===== src/rtl/cpu_pkg.sv =====
// Shared CPU-pipeline types and constants for the stage select/handshake blocks.
// Slicing helper keeps flattened-bus indexing consistent across modules.
package cpu_pkg;

  localparam int DATA_W = 8;

  typedef struct packed {
    logic              valid;
    logic [DATA_W-1:0] data;
    logic [1:0]        sel;
    logic              err;
  } stage_hs_t;

  function automatic int slice_lsb(input int idx, input int width);
    return idx * width;
  endfunction

endpackage


===== src/rtl/skid_buffer.sv =====
// Two-entry valid/ready register slice with a global stall; in_ready depends on
// registered state and stage_wait only, never on out_ready.
module skid_buffer #(
  parameter int WIDTH = 8
) (
  input  logic             clk,
  input  logic             rst,
  input  logic             stage_wait,
  input  logic             in_valid,
  output logic             in_ready,
  input  logic [WIDTH-1:0] in_data,
  output logic             out_valid,
  input  logic             out_ready,
  output logic [WIDTH-1:0] out_data
);

  logic             r_live;
  logic             r_main_vld;
  logic [WIDTH-1:0] r_main_dat;
  logic             r_skid_vld;
  logic [WIDTH-1:0] r_skid_dat;
  logic             w_in_fire;
  logic             w_out_fire;

  // r_live keeps in_ready low until the first edge after reset release
  assign in_ready   = r_live & ~r_skid_vld & ~stage_wait;
  assign w_in_fire  = in_valid & in_ready;
  assign w_out_fire = r_main_vld & out_ready & ~stage_wait;
  assign out_valid  = r_main_vld;
  assign out_data   = r_main_dat;

  always_ff @(posedge clk or posedge rst) begin
    if (rst) begin
      r_live     <= 1'b0;
      r_main_vld <= 1'b0;
      r_main_dat <= '0;
      r_skid_vld <= 1'b0;
      r_skid_dat <= '0;
    end else begin
      r_live <= 1'b1;
      if (!r_main_vld) begin
        if (w_in_fire) begin
          r_main_vld <= 1'b1;
          r_main_dat <= in_data;
        end
      end else if (w_out_fire) begin
        if (r_skid_vld) begin
          r_main_dat <= r_skid_dat;
          r_skid_vld <= 1'b0;
        end else if (w_in_fire) begin
          r_main_dat <= in_data;
        end else begin
          r_main_vld <= 1'b0;
        end
      end else if (w_in_fire) begin
        r_skid_vld <= 1'b1;
        r_skid_dat <= in_data;
      end
    end
  end

endmodule


===== src/rtl/mux_nto1_pipe.sv =====
// N:1 word select feeding a stallable skid buffer; one cycle from accept to
// out_valid, throughput one word per cycle, out-of-range selects yield zero + err.
module mux_nto1_pipe
  import cpu_pkg::*;
#(
  parameter int WIDTH  = DATA_W,
  parameter int NUM_IN = 4,
  parameter int SEL_W  = $clog2(NUM_IN)
) (
  input  logic                    clk,
  input  logic                    rst,
  input  logic                    stage_wait,
  input  logic                    in_valid,
  output logic                    in_ready,
  input  logic [SEL_W-1:0]        select_bits,
  input  logic [NUM_IN*WIDTH-1:0] d_in,
  output logic                    out_valid,
  input  logic                    out_ready,
  output logic [WIDTH-1:0]        data_out,
  output logic [SEL_W-1:0]        sel_out,
  output logic                    sel_err
);

  localparam int PW = WIDTH + SEL_W + 1;

  logic [WIDTH-1:0] w_word;
  logic             w_err;
  logic [PW-1:0]    w_in_pld;
  logic [PW-1:0]    w_out_pld;

  always_comb begin
    w_word = '0;
    for (int i = 0; i < NUM_IN; i++) begin
      if (select_bits == SEL_W'(i)) w_word = d_in[slice_lsb(i, WIDTH) +: WIDTH];
    end
  end

  assign w_err    = (int'(select_bits) >= NUM_IN);
  assign w_in_pld = {w_err, select_bits, w_word};

  skid_buffer #(.WIDTH(PW)) u_skid (
    .clk        (clk),
    .rst        (rst),
    .stage_wait (stage_wait),
    .in_valid   (in_valid),
    .in_ready   (in_ready),
    .in_data    (w_in_pld),
    .out_valid  (out_valid),
    .out_ready  (out_ready),
    .out_data   (w_out_pld)
  );

  assign {sel_err, sel_out, data_out} = w_out_pld;

endmodule


===== config.mk =====
export PLATFORM = sky130hd
export DESIGN_NAME = mux_nto1_pipe
export DESIGN_NICKNAME = d
export VERILOG_FILES = /design/src/rtl/cpu_pkg.sv /design/src/rtl/skid_buffer.sv /design/src/rtl/mux_nto1_pipe.sv
export SDC_FILE = /design/constraint.sdc
export NUM_CORES = 1
export LEC_CHECK = 0
export CORE_MARGIN = 3
export CORE_UTILIZATION = 35
export DETAILED_ROUTE_END_ITERATION = 16
export GPL_TIMING_DRIVEN = 0
export PLACE_DENSITY = 0.65
export SLEW_MARGIN = 25
export SYNTH_ARGS = -nofsm -noshare
export SYNTH_HDL_FRONTEND = slang
export SYNTH_SLANG_ARGS = --single-unit

===== constraint.sdc =====
create_clock -name clk -period 1.45 [get_ports clk]
set_input_delay 0.29 -clock clk [delete_from_list [all_inputs] [get_ports clk]]
set_output_delay 0.29 -clock clk [all_outputs]
set_load 0.01 [all_outputs]

==> run_results.csv, run 1 <==
group,metric,value,unit
run_status,status,"completed",
route,drt.antenna.violating_nets,0,
global_route,grt_pass1_vias,1166,
route,num_vias,1174,
timing,setup_viol,0,
cts,cts_buffers,3,
cells_and_area,fillers,323,
die,start_util,0.375,
worst_setup_path,cp-end-kind,"output pin",
global_route,grt_max_degree,25,
route,dr.pass1.iters,4,
yosys,yosysUniqueCellTypes,29,
die,dieArea,4870,µm²
cells_and_area,syn2layout_area_growth,48.7,%
cells_and_area,multi_input_area,761,µm²
cts,ctsHtreeMaxLevel,1,
die,core,3800,µm²
timing,skew,0.00355,ns
pwr,p_leak,0.000898,µW
route,viasPerCell,5.34,
timing,hold_ws,0.336,ns
timing,worstMarginPinSlew,0.910,ns
worst_setup_path,cp_top_family,"flip-flops",
yosys,synth.avg_cell_area,12.7,µm²
pwr,powerDensity,1490,nW/µm²
placed_design,dp.final_hpwl,2720,µm
global_route,grt_pass1_wl,5770,µm
yosys,syn_inst,112,
cells_and_area,final_cells,220,
cts,cts_root_buf,"clkbuf_8",
route,drtIter0Drc,91,
global_route,grt_overflow,0,
timing,finalCritPeriodShare,0.999,
yosys,ys_ff_latch,24,
cts,clock_path_buffers,2,
placed_design,routabilityCongestion,0.763,
worst_setup_path,worstPathCellList,"nor3b_2 -> clkdlybuf4s15_2",
yosys,synth_area,1420,µm²
worst_setup_path,max_stage_delay,0.42,ns
cts,clk_pin_slew,0.09,ns
worst_setup_path,start_kind,"flop",
placed_design,dp_cells,209,
cells_and_area,n_antenna_cell,0,
yosys,yosys_warnings,0,
worst_setup_path,critPathBufInv,1,
cells_and_area,fin_util,0.557,
global_route,antenna_found_initial,0,
die,io_pins,52,
cells_and_area,ff_latch_area,601,µm²
route,top_layer,"met4",
die,rows,22,
die,die_w,69.8,µm
pwr,ir_worst_vdd,537,µV
route,met1_length,1500,µm
route,wl_met2,1890,µm
yosys,synth.yosys.seq_area_share,0.422,
cts,cts_tree,"done",
yosys,synth.top_cells.by_area,"dfrtp_1, mux4_2, a221oi_2",
yosys,syn_nets,151,
worst_setup_path,cp.arrival,1.16,ns
worst_setup_path,worstSetupPathType,"flop to output pin",
timing,rsz0062_at_grt,"true",
cells_and_area,nets,212,
timing,slew_viol_final,0,
worst_setup_path,cp_max_fo,3,
worst_setup_path,slowest_stage,"dfrtp_1",
placed_design,numPortBuffers,49,
worst_setup_path,required,1.16,ns
route,wl,3590,µm
route,drc_errors,0,
cells_and_area,final_cell_mix,"clkdlybuf4s50_1, dfrtp_1, dlygate4sd2_1",
cts,clkSinkCount,24,
timing,hold_viol,0,
route,wl_per_cell,16.3,µm
route,wl_met3,157,µm
global_route,grt_usage,0.147,
cells_and_area,mostFrequentLayoutCell,"clkdlybuf4s50_1",
cells_and_area,drive_above_1_share,0.285,
timing,min_period,1.45,ns
die,die_h,69.8,µm
yosys,synth_top_area_frac,0.422,
cts,clk_latency,0.27,ns
hold_path,holdCritPathClass,"input pin to flop",
timing,maxSlewHeadroom,0.393,
timing,tns,0,ns
timing,max_freq,690,MHz
yosys,yosys.area.top_type,"dfrtp_1",
run,maxCapViolCount,0,
cts,hold_buffers,0,
==> path summary, 6_finish.rpt <==
check                      slack, ns                               end                              from  cells past startpoint
max                            0.001                          in_ready     u_skid.r_skid_vld$_DFFE_PP0P_                      2
max reg2reg                     0.03  u_skid.r_skid_dat[6]$_DFFE_PP0P_        u_skid.out_valid$_DFF_PP0_                      5
min in group asynchronous       0.51    u_skid.out_data[0]$_DFFE_PP0P_                               rst                      2
min reg2reg                     0.50  u_skid.r_skid_dat[9]$_DFFE_PP0P_  u_skid.r_skid_dat[9]$_DFFE_PP0P_                      1
max in group asynchronous       0.38  u_skid.r_skid_dat[5]$_DFFE_PP0P_                               rst                      2
min                             0.34  u_skid.r_skid_dat[8]$_DFFE_PP0P_                    select_bits[0]                      2
==> sequential cells by signal, indices dropped and copies added, names as in the netlist <==
signal and count:
u_skid.r_skid_vld 1, u_skid.r_skid_dat 10, u_skid.out_data 11, u_skid.r_live 1
u_skid.out_valid 1
==> cell type report <==
class / instances / area share
multi-input cells: 70 / 0.359
repair buffers: 55 / 0.253
plain buffers: 9 / 0.0319
flip-flops and latches: 24 / 0.284
clock buffers: 4 / 0.0260
inverters: 10 / 0.0177
well taps: 48 / 0.0284
==> kinds of logic after synthesis <==
family / after synthesis / synth area share
and+or+nand+nor: 27 / 0.153
AOI/OAI and AO/OA: 23 / 0.149
DFF: 24 / 0.422
other: 1 / 0.00263
buffers and inverters: 19 / 0.0677
muxes: 18 / 0.206
==> timing repair <==
action	CTS	global route
setup endpoints to repair	21	16
buffers inserted	4	1
pin swaps	2	1
gates resized for setup	20	3
gates cloned	1	1
==> routing by layer <==
layer | track usage | up-vias
met5 | 0 | -
met4 | 0.0319 | 0
met3 | 0.0261 | 5
met2 | 0.250 | 39
met1 | 0.195 | 577
li1 | - | 553
==> cells in the mapped netlist <==
library cell,instances
or4bb_1,7
buf_6,1
nand4bb_1,2
nand2_1,2
inv_1,10
a41oi_1,1
mux2_1,2
nor3_1,8
o2bb2a_1,1
dfrtp_1,24
mux4_2,8
a21oi_1,1
nand2_2,1
and2b_1,1
and2_1,1
nand2b_1,1
a221oi_2,8
o22ai_1,2
a22oi_1,1
buf_4,3
nand3_4,1
nor3b_2,1
o21ai_1,2
buf_2,5
a2bb2oi_1,1
conb_1,1
nor2b_1,2
o21ai_0,6
mux2_2,8
==> stage by stage <==
stage	setup WS [ns]	cell area, µm²	total power (µW)
4_1_cts	-0.00709	2090	3160
5_1_grt	-0.0312	2120	3370
6_report	0.00138	2120	3160
3_3_place_gp	-0.462	1970	2630
3_5_place_dp	-0.482	1970	2700
2_1_floorplan	0.0874	1420	2090
==> power by group <==
part,switching [µW],leakage [µW],internal (µW)
combinational,682,0.000575,857
clock,218,0.0000288,243
sequential,187,0.000295,977
No activity file was read; power rests on OpenSTA's default activity.
==> run 2, diff against run 1 <==
--- a/config.mk
+++ b/config.mk
@@ -5,12 +5,11 @@
 export SDC_FILE = /design/constraint.sdc
 export NUM_CORES = 1
 export LEC_CHECK = 0
-export CORE_MARGIN = 3
+export CORE_MARGIN = 4
 export CORE_UTILIZATION = 35
 export DETAILED_ROUTE_END_ITERATION = 16
 export GPL_TIMING_DRIVEN = 0
 export PLACE_DENSITY = 0.65
-export SLEW_MARGIN = 25
 export SYNTH_ARGS = -nofsm -noshare
 export SYNTH_HDL_FRONTEND = slang
 export SYNTH_SLANG_ARGS = --single-unit
==> run_results.csv, run 2 (synthesized netlist as in run 1, its figures left out) <==
group,metric,value,unit
cts,cts_tree,"done",
cells_and_area,drive_above_1_share,0.288,
placed_design,numPortBuffers,49,
placed_design,dp.final_hpwl,2660,µm
cts,cts_buffers,3,
cells_and_area,mostFrequentLayoutCell,"clkdlybuf4s50_1",
cells_and_area,fillers,326,
timing,hold_viol,0,
cells_and_area,final_cells,218,
worst_setup_path,worstPathCellList,"nand4bb_4 -> and2_1 -> buf_4 -> a221oi_2",
global_route,grt_max_degree,25,
route,wl_per_cell,15.5,µm
die,io_pins,52,
worst_setup_path,cp_max_fo,9,
worst_setup_path,reg2reg_slack,0.07,ns
global_route,grt_pass1_wl,5600,µm
pwr,powerDensity,1480,nW/µm²
cts,hold_buffers,0,
cells_and_area,final_cell_mix,"clkdlybuf4s50_1, dfrtp_1, dlygate4sd2_1",
placed_design,routabilityCongestion,0.796,
die,start_util,0.375,
timing,worstMarginPinSlew,0.908,ns
hold_path,whs_endpoint,"u_skid.r_skid_dat[8]$_DFFE_PP0P_",
cts,clkSinkCount,24,
cells_and_area,n_antenna_cell,0,
run,maxCapViolCount,0,
global_route,grt_usage,0.136,
hold_path,holdCritPathClass,"input pin to flop",
worst_setup_path,cp_top_family,"flip-flops",
hold_path,hold_depth,2,
route,drtIter0Drc,31,
timing,slew_viol_final,0,
die,rows,22,
route,wl,3370,µm
cts,cts_root_buf,"clkbuf_8",
placed_design,dpl_worst_slack,-0.482,ns
timing,rsz0062_at_grt,"false",
timing,skew,0.00186,ns
cts,clk_latency,0.26,ns
cells_and_area,ff_latch_area,602,µm²
global_route,grt_overflow,0,
timing,fin_ws,0.0717,ns
worst_setup_path,r2r_start,"u_skid.r_skid_vld$_DFFE_PP0P_",
run_status,status,"completed",
worst_setup_path,ff2ff_path_depth,4,
worst_setup_path,slowest_stage,"dfrtp_1",
timing,min_period,1.38,ns
global_route,antenna_found_initial,0,
timing,finalCritPeriodShare,0.951,
die,die_w,71.8,µm
worst_setup_path,critPathBufInv,1,
timing,maxSlewHeadroom,0.394,
pwr,p_leak,0.000885,µW
die,core,3800,µm²
worst_setup_path,reg2reg_to,"u_skid.out_data[1]$_DFFE_PP0P_",
die,dieArea,5150,µm²
cells_and_area,design_area,2080,µm²
cells_and_area,nets,210,
cells_and_area,multi_input_area,754,µm²
route,drt.antenna.violating_nets,0,
timing,setup_viol,0,
worst_setup_path,max_stage_delay,0.43,ns
worst_setup_path,start_kind,"flop",
worst_setup_path,cp-end-kind,"flop",
placed_design,dp_cells,209,
worst_setup_path,worstSetupPathType,"flop to flop",
placed_design,place_area,1970,µm²
route,num_vias,1149,
route,drc_errors,0,
worst_setup_path,cp.arrival,1.55,ns
cells_and_area,syn2layout_area_growth,46.2,%
route,dr.pass1.iters,4,
hold_path,worstHoldStart,"select_bits[0]",
timing,max_freq,726,MHz
route,viasPerCell,5.27,
die,die_h,71.8,µm
pwr,ir_worst_vdd,565,µV
cells_and_area,largest_register_ff_count,11,
global_route,grt_pass1_vias,1227,
worst_setup_path,required,1.62,ns
cts,clk_pin_slew,0.08,ns
cts,ctsHtreeMaxLevel,1,
cts,clock_path_buffers,2,
[run 2: repair_timing]
| action | in CTS | in global routing |
|---|---|---|
| resized for setup | 23 | 4 |
| pin swaps | 1 | 2 |
| buffers inserted | 1 | 2 |
| endpoints found under the setup margin | 21 | 11 |
| gates cloned | 1 | 1 |
[run 2: worst reg2reg max path: stages (launching register included)]
cell and delay (ns):
dfrtp_1 0.43, nand4bb_4 0.23, and2_1 0.17, buf_4 0.18, a221oi_2 0.29
[run 2: where the power goes]
group | internal (µW) | total, µW | switching, µW
Combinational | 810 | 1450 | 645
Clock | 242 | 451 | 208
Sequential | 980 | 1180 | 199
[run 2: metrics by stage]
step                total power, µW  TNS [ns]  hold WS [ns]   util
floorplan                      2090         0         0.305      -
global placement               2640     -5.99         0.478  0.520
detailed placement             2710     -6.81         0.491  0.520
CTS                            3080         0         0.344  0.541
global route                   3290         0         0.379  0.548
finish                         3080         0         0.337  0.548
[run 2: worst max-delay path by stage]
stage	slack, ns	to	startpoint	cells after the start
after global placement	-0.47	in_ready	stage_wait	3
after detailed placement	-0.48	in_ready	stage_wait	3
after CTS	0.005	sel_out[0]	u_skid.out_data[8]$_DFFE_PP0P_	1
after global routing	0.002	u_skid.out_data[5]$_DFFE_PP0P_	u_skid.r_skid_vld$_DFFE_PP0P_	5
final	0.07	u_skid.out_data[1]$_DFFE_PP0P_	u_skid.r_skid_vld$_DFFE_PP0P_	4
after floorplan	0.09	u_skid.r_skid_dat[8]$_DFFE_PP0P_	u_skid.r_skid_vld$_DFFE_PP0P_	3
[run 2: layout make-up]
cell class | count | area share
inverters | 10 | 0.0180
multi-input cells | 70 | 0.362
flip-flops and latches | 24 | 0.289
well taps | 48 | 0.0288
plain buffers | 9 | 0.0343
clock buffers | 4 | 0.0264
repair buffers | 53 | 0.241
[run 2: per-layer routing]
metal  track usage  vias up  wire [µm]
li1              -      545          -
met5             0        -          0
met3        0.0182        4        160
met1         0.166      565       1410
met4        0.0585        0         39
met2         0.238       35       1770
==> run 3, diff against run 2 <==
--- a/config.mk
+++ b/config.mk
@@ -10,6 +10,7 @@
 export DETAILED_ROUTE_END_ITERATION = 16
 export GPL_TIMING_DRIVEN = 0
 export PLACE_DENSITY = 0.65
+export REMOVE_ABC_BUFFERS = 1
 export SYNTH_ARGS = -nofsm -noshare
 export SYNTH_HDL_FRONTEND = slang
 export SYNTH_SLANG_ARGS = --single-unit
==> run_results.csv, run 3 (synthesized netlist as in run 1, its figures left out) <==
group,metric,value,unit
timing,hold_viol,0,
route,wl_per_cell,18.8,µm
worst_setup_path,cp_max_fo,7,
timing,hold_ws,0.410,ns
worst_setup_path,worstPathCellList,"buf_6 -> nand4bb_4 -> and2_4 -> a221oi_2",
global_route,grt_pass1_wl,6320,µm
pwr,powerDensity,1540,nW/µm²
timing,fin_ws,-0.00373,ns
route,viasPerCell,5.57,
route,wl,4100,µm
global_route,met3_usage,0.0337,
route,dr.pass1.iters,4,
cells_and_area,drive_above_1_share,0.365,
route,drtIter0Drc,79,
cells_and_area,multi_input_area,830,µm²
die,die_w,71.8,µm
hold_path,holdCritPathClass,"input pin to async pin",
timing,rsz0062_at_grt,"true",
placed_design,dp.final_hpwl,2660,µm
cts,cts_tree,"done",
cells_and_area,n_antenna_cell,0,
timing,skew,0.00426,ns
cts,cts_buffers,3,
global_route,met2_usage,0.281,
cells_and_area,fin_util,0.569,
timing,maxSlewHeadroom,0.640,
global_route,top_usage_layer,"met2",
cells_and_area,fillers,325,
global_route,grt_max_degree,25,
global_route,met1_usage,0.196,
timing,max_freq,688,MHz
cts,ctsHtreeMaxLevel,1,
worst_setup_path,cp_top_family,"simple AND/OR/NAND/NOR gates",
run,maxCapViolCount,0,
timing,worstMarginPinSlew,0.539,ns
worst_setup_path,start_kind,"flop",
timing,tns,-0.00373,ns
cells_and_area,largest_register_ff_count,11,
cts,clkSinkCount,24,
cells_and_area,ff_latch_area,606,µm²
die,io_pins,52,
route,drc_errors,0,
run_status,violations,"setup timing",
route,drt.antenna.violating_nets,0,
pwr,ir_worst_vdd,723,µV
pwr,p_leak,0.000889,µW
worst_setup_path,cp.arrival,1.63,ns
cts,clk_pin_slew,0.09,ns
cells_and_area,final_cells,218,
timing,finalCritPeriodShare,1.00,
global_route,grt_usage,0.158,
cts,clk_latency,0.27,ns
worst_setup_path,reg2reg_slack,-0.004,ns
worst_setup_path,slowest_stage,"dfrtp_2",
placed_design,numPortBuffers,51,
die,start_util,0.375,
worst_setup_path,max_stage_delay,0.44,ns
cells_and_area,nets,210,
cts,cts_root_buf,"clkbuf_8",
worst_setup_path,cp-end-kind,"flop",
run_status,status,"finished with violations",
placed_design,routabilityCongestion,0.756,
timing,min_period,1.45,ns
die,core,3800,µm²
die,rows,22,
die,dieArea,5150,µm²
global_route,grt_overflow,0,
worst_setup_path,worstSetupPathType,"flop to flop",
global_route,antenna_found_initial,0,
timing,slew_viol_final,0,
route,num_vias,1215,
worst_setup_path,required,1.62,ns
cells_and_area,final_cell_mix,"clkdlybuf4s50_1, dfrtp_1, dlygate4sd2_1",
cells_and_area,syn2layout_area_growth,51.8,%
global_route,grt_pass1_vias,1271,
cts,hold_buffers,0,
cts,clock_path_buffers,2,
cells_and_area,mostFrequentLayoutCell,"clkdlybuf4s50_1",
timing,setup_viol,1,
die,die_h,71.8,µm
worst_setup_path,critPathBufInv,1,
placed_design,dp_cells,202,
[run 3: changes by cell type in the layout (fill, tap and decap cells not counted), sizes merged]
cell	before	now
and2	1	2
buf	14	12
clkdlybuf4s15	0	1
clkinvlp	0	1
dlygate4sd2	13	14
dlymetal6s2s	2	1
inv	10	9
[run 3: cell type report]
cell class                      instances  share of cell area
Inverter                               10              0.0191
Sequential cell                        24               0.280
Multi-Input combinational cell         71               0.384
Clock buffer                            4              0.0255
Timing Repair Buffer                   61               0.263
Tap cell                               48              0.0278
[run 3: per-stage QoR]
step	power (µW)	cell area, µm²	setup slack, ns
4_1_cts	3210	2070	-0.0158
3_3_place_gp	2600	1940	-1.11
6_report	3320	2160	-0.00373
2_1_floorplan	2010	1370	-0.434
5_1_grt	3530	2160	-0.0397
3_5_place_dp	2640	1940	-1.17
[run 3: metal layers]
layer	wire [µm]	vias up
met2	2100	33
li1	-	550
met5	0	-
met4	7	0
met3	188	2
met1	1800	630
[run 3: final timing paths]
path	end	from	cells past startpoint
worst max-delay path	u_skid.out_data[7]$_DFFE_PP0P_	u_skid.r_skid_vld$_DFFE_PP0P_	4
worst min-delay path	u_skid.r_skid_dat[0]$_DFFE_PP0P_	rst	2
worst max register to register	u_skid.out_data[7]$_DFFE_PP0P_	u_skid.r_skid_vld$_DFFE_PP0P_	4
worst min register to register	u_skid.r_skid_dat[6]$_DFFE_PP0P_	u_skid.r_skid_dat[6]$_DFFE_PP0P_	1
max in group asynchronous	u_skid.out_valid$_DFF_PP0_	rst	2
min in group clk	u_skid.r_skid_dat[6]$_DFFE_PP0P_	u_skid.r_skid_dat[6]$_DFFE_PP0P_	1
[run 3: report_power, final]
part	total (µW)	internal (µW)	switching (µW)
Combinational	1660	913	742
Clock	465	242	222
Sequential	1200	989	211
Total	3320	2140	1180
[run 3: repair_timing]
item / in CTS / in global routing
pin swaps: 1 / 5
endpoints found under the hold margin: 0 / 0
setup buffers: 7 / 3
gates cloned: 1 / 1
setup endpoints to repair: 35 / 22
resized for setup: 36 / 17
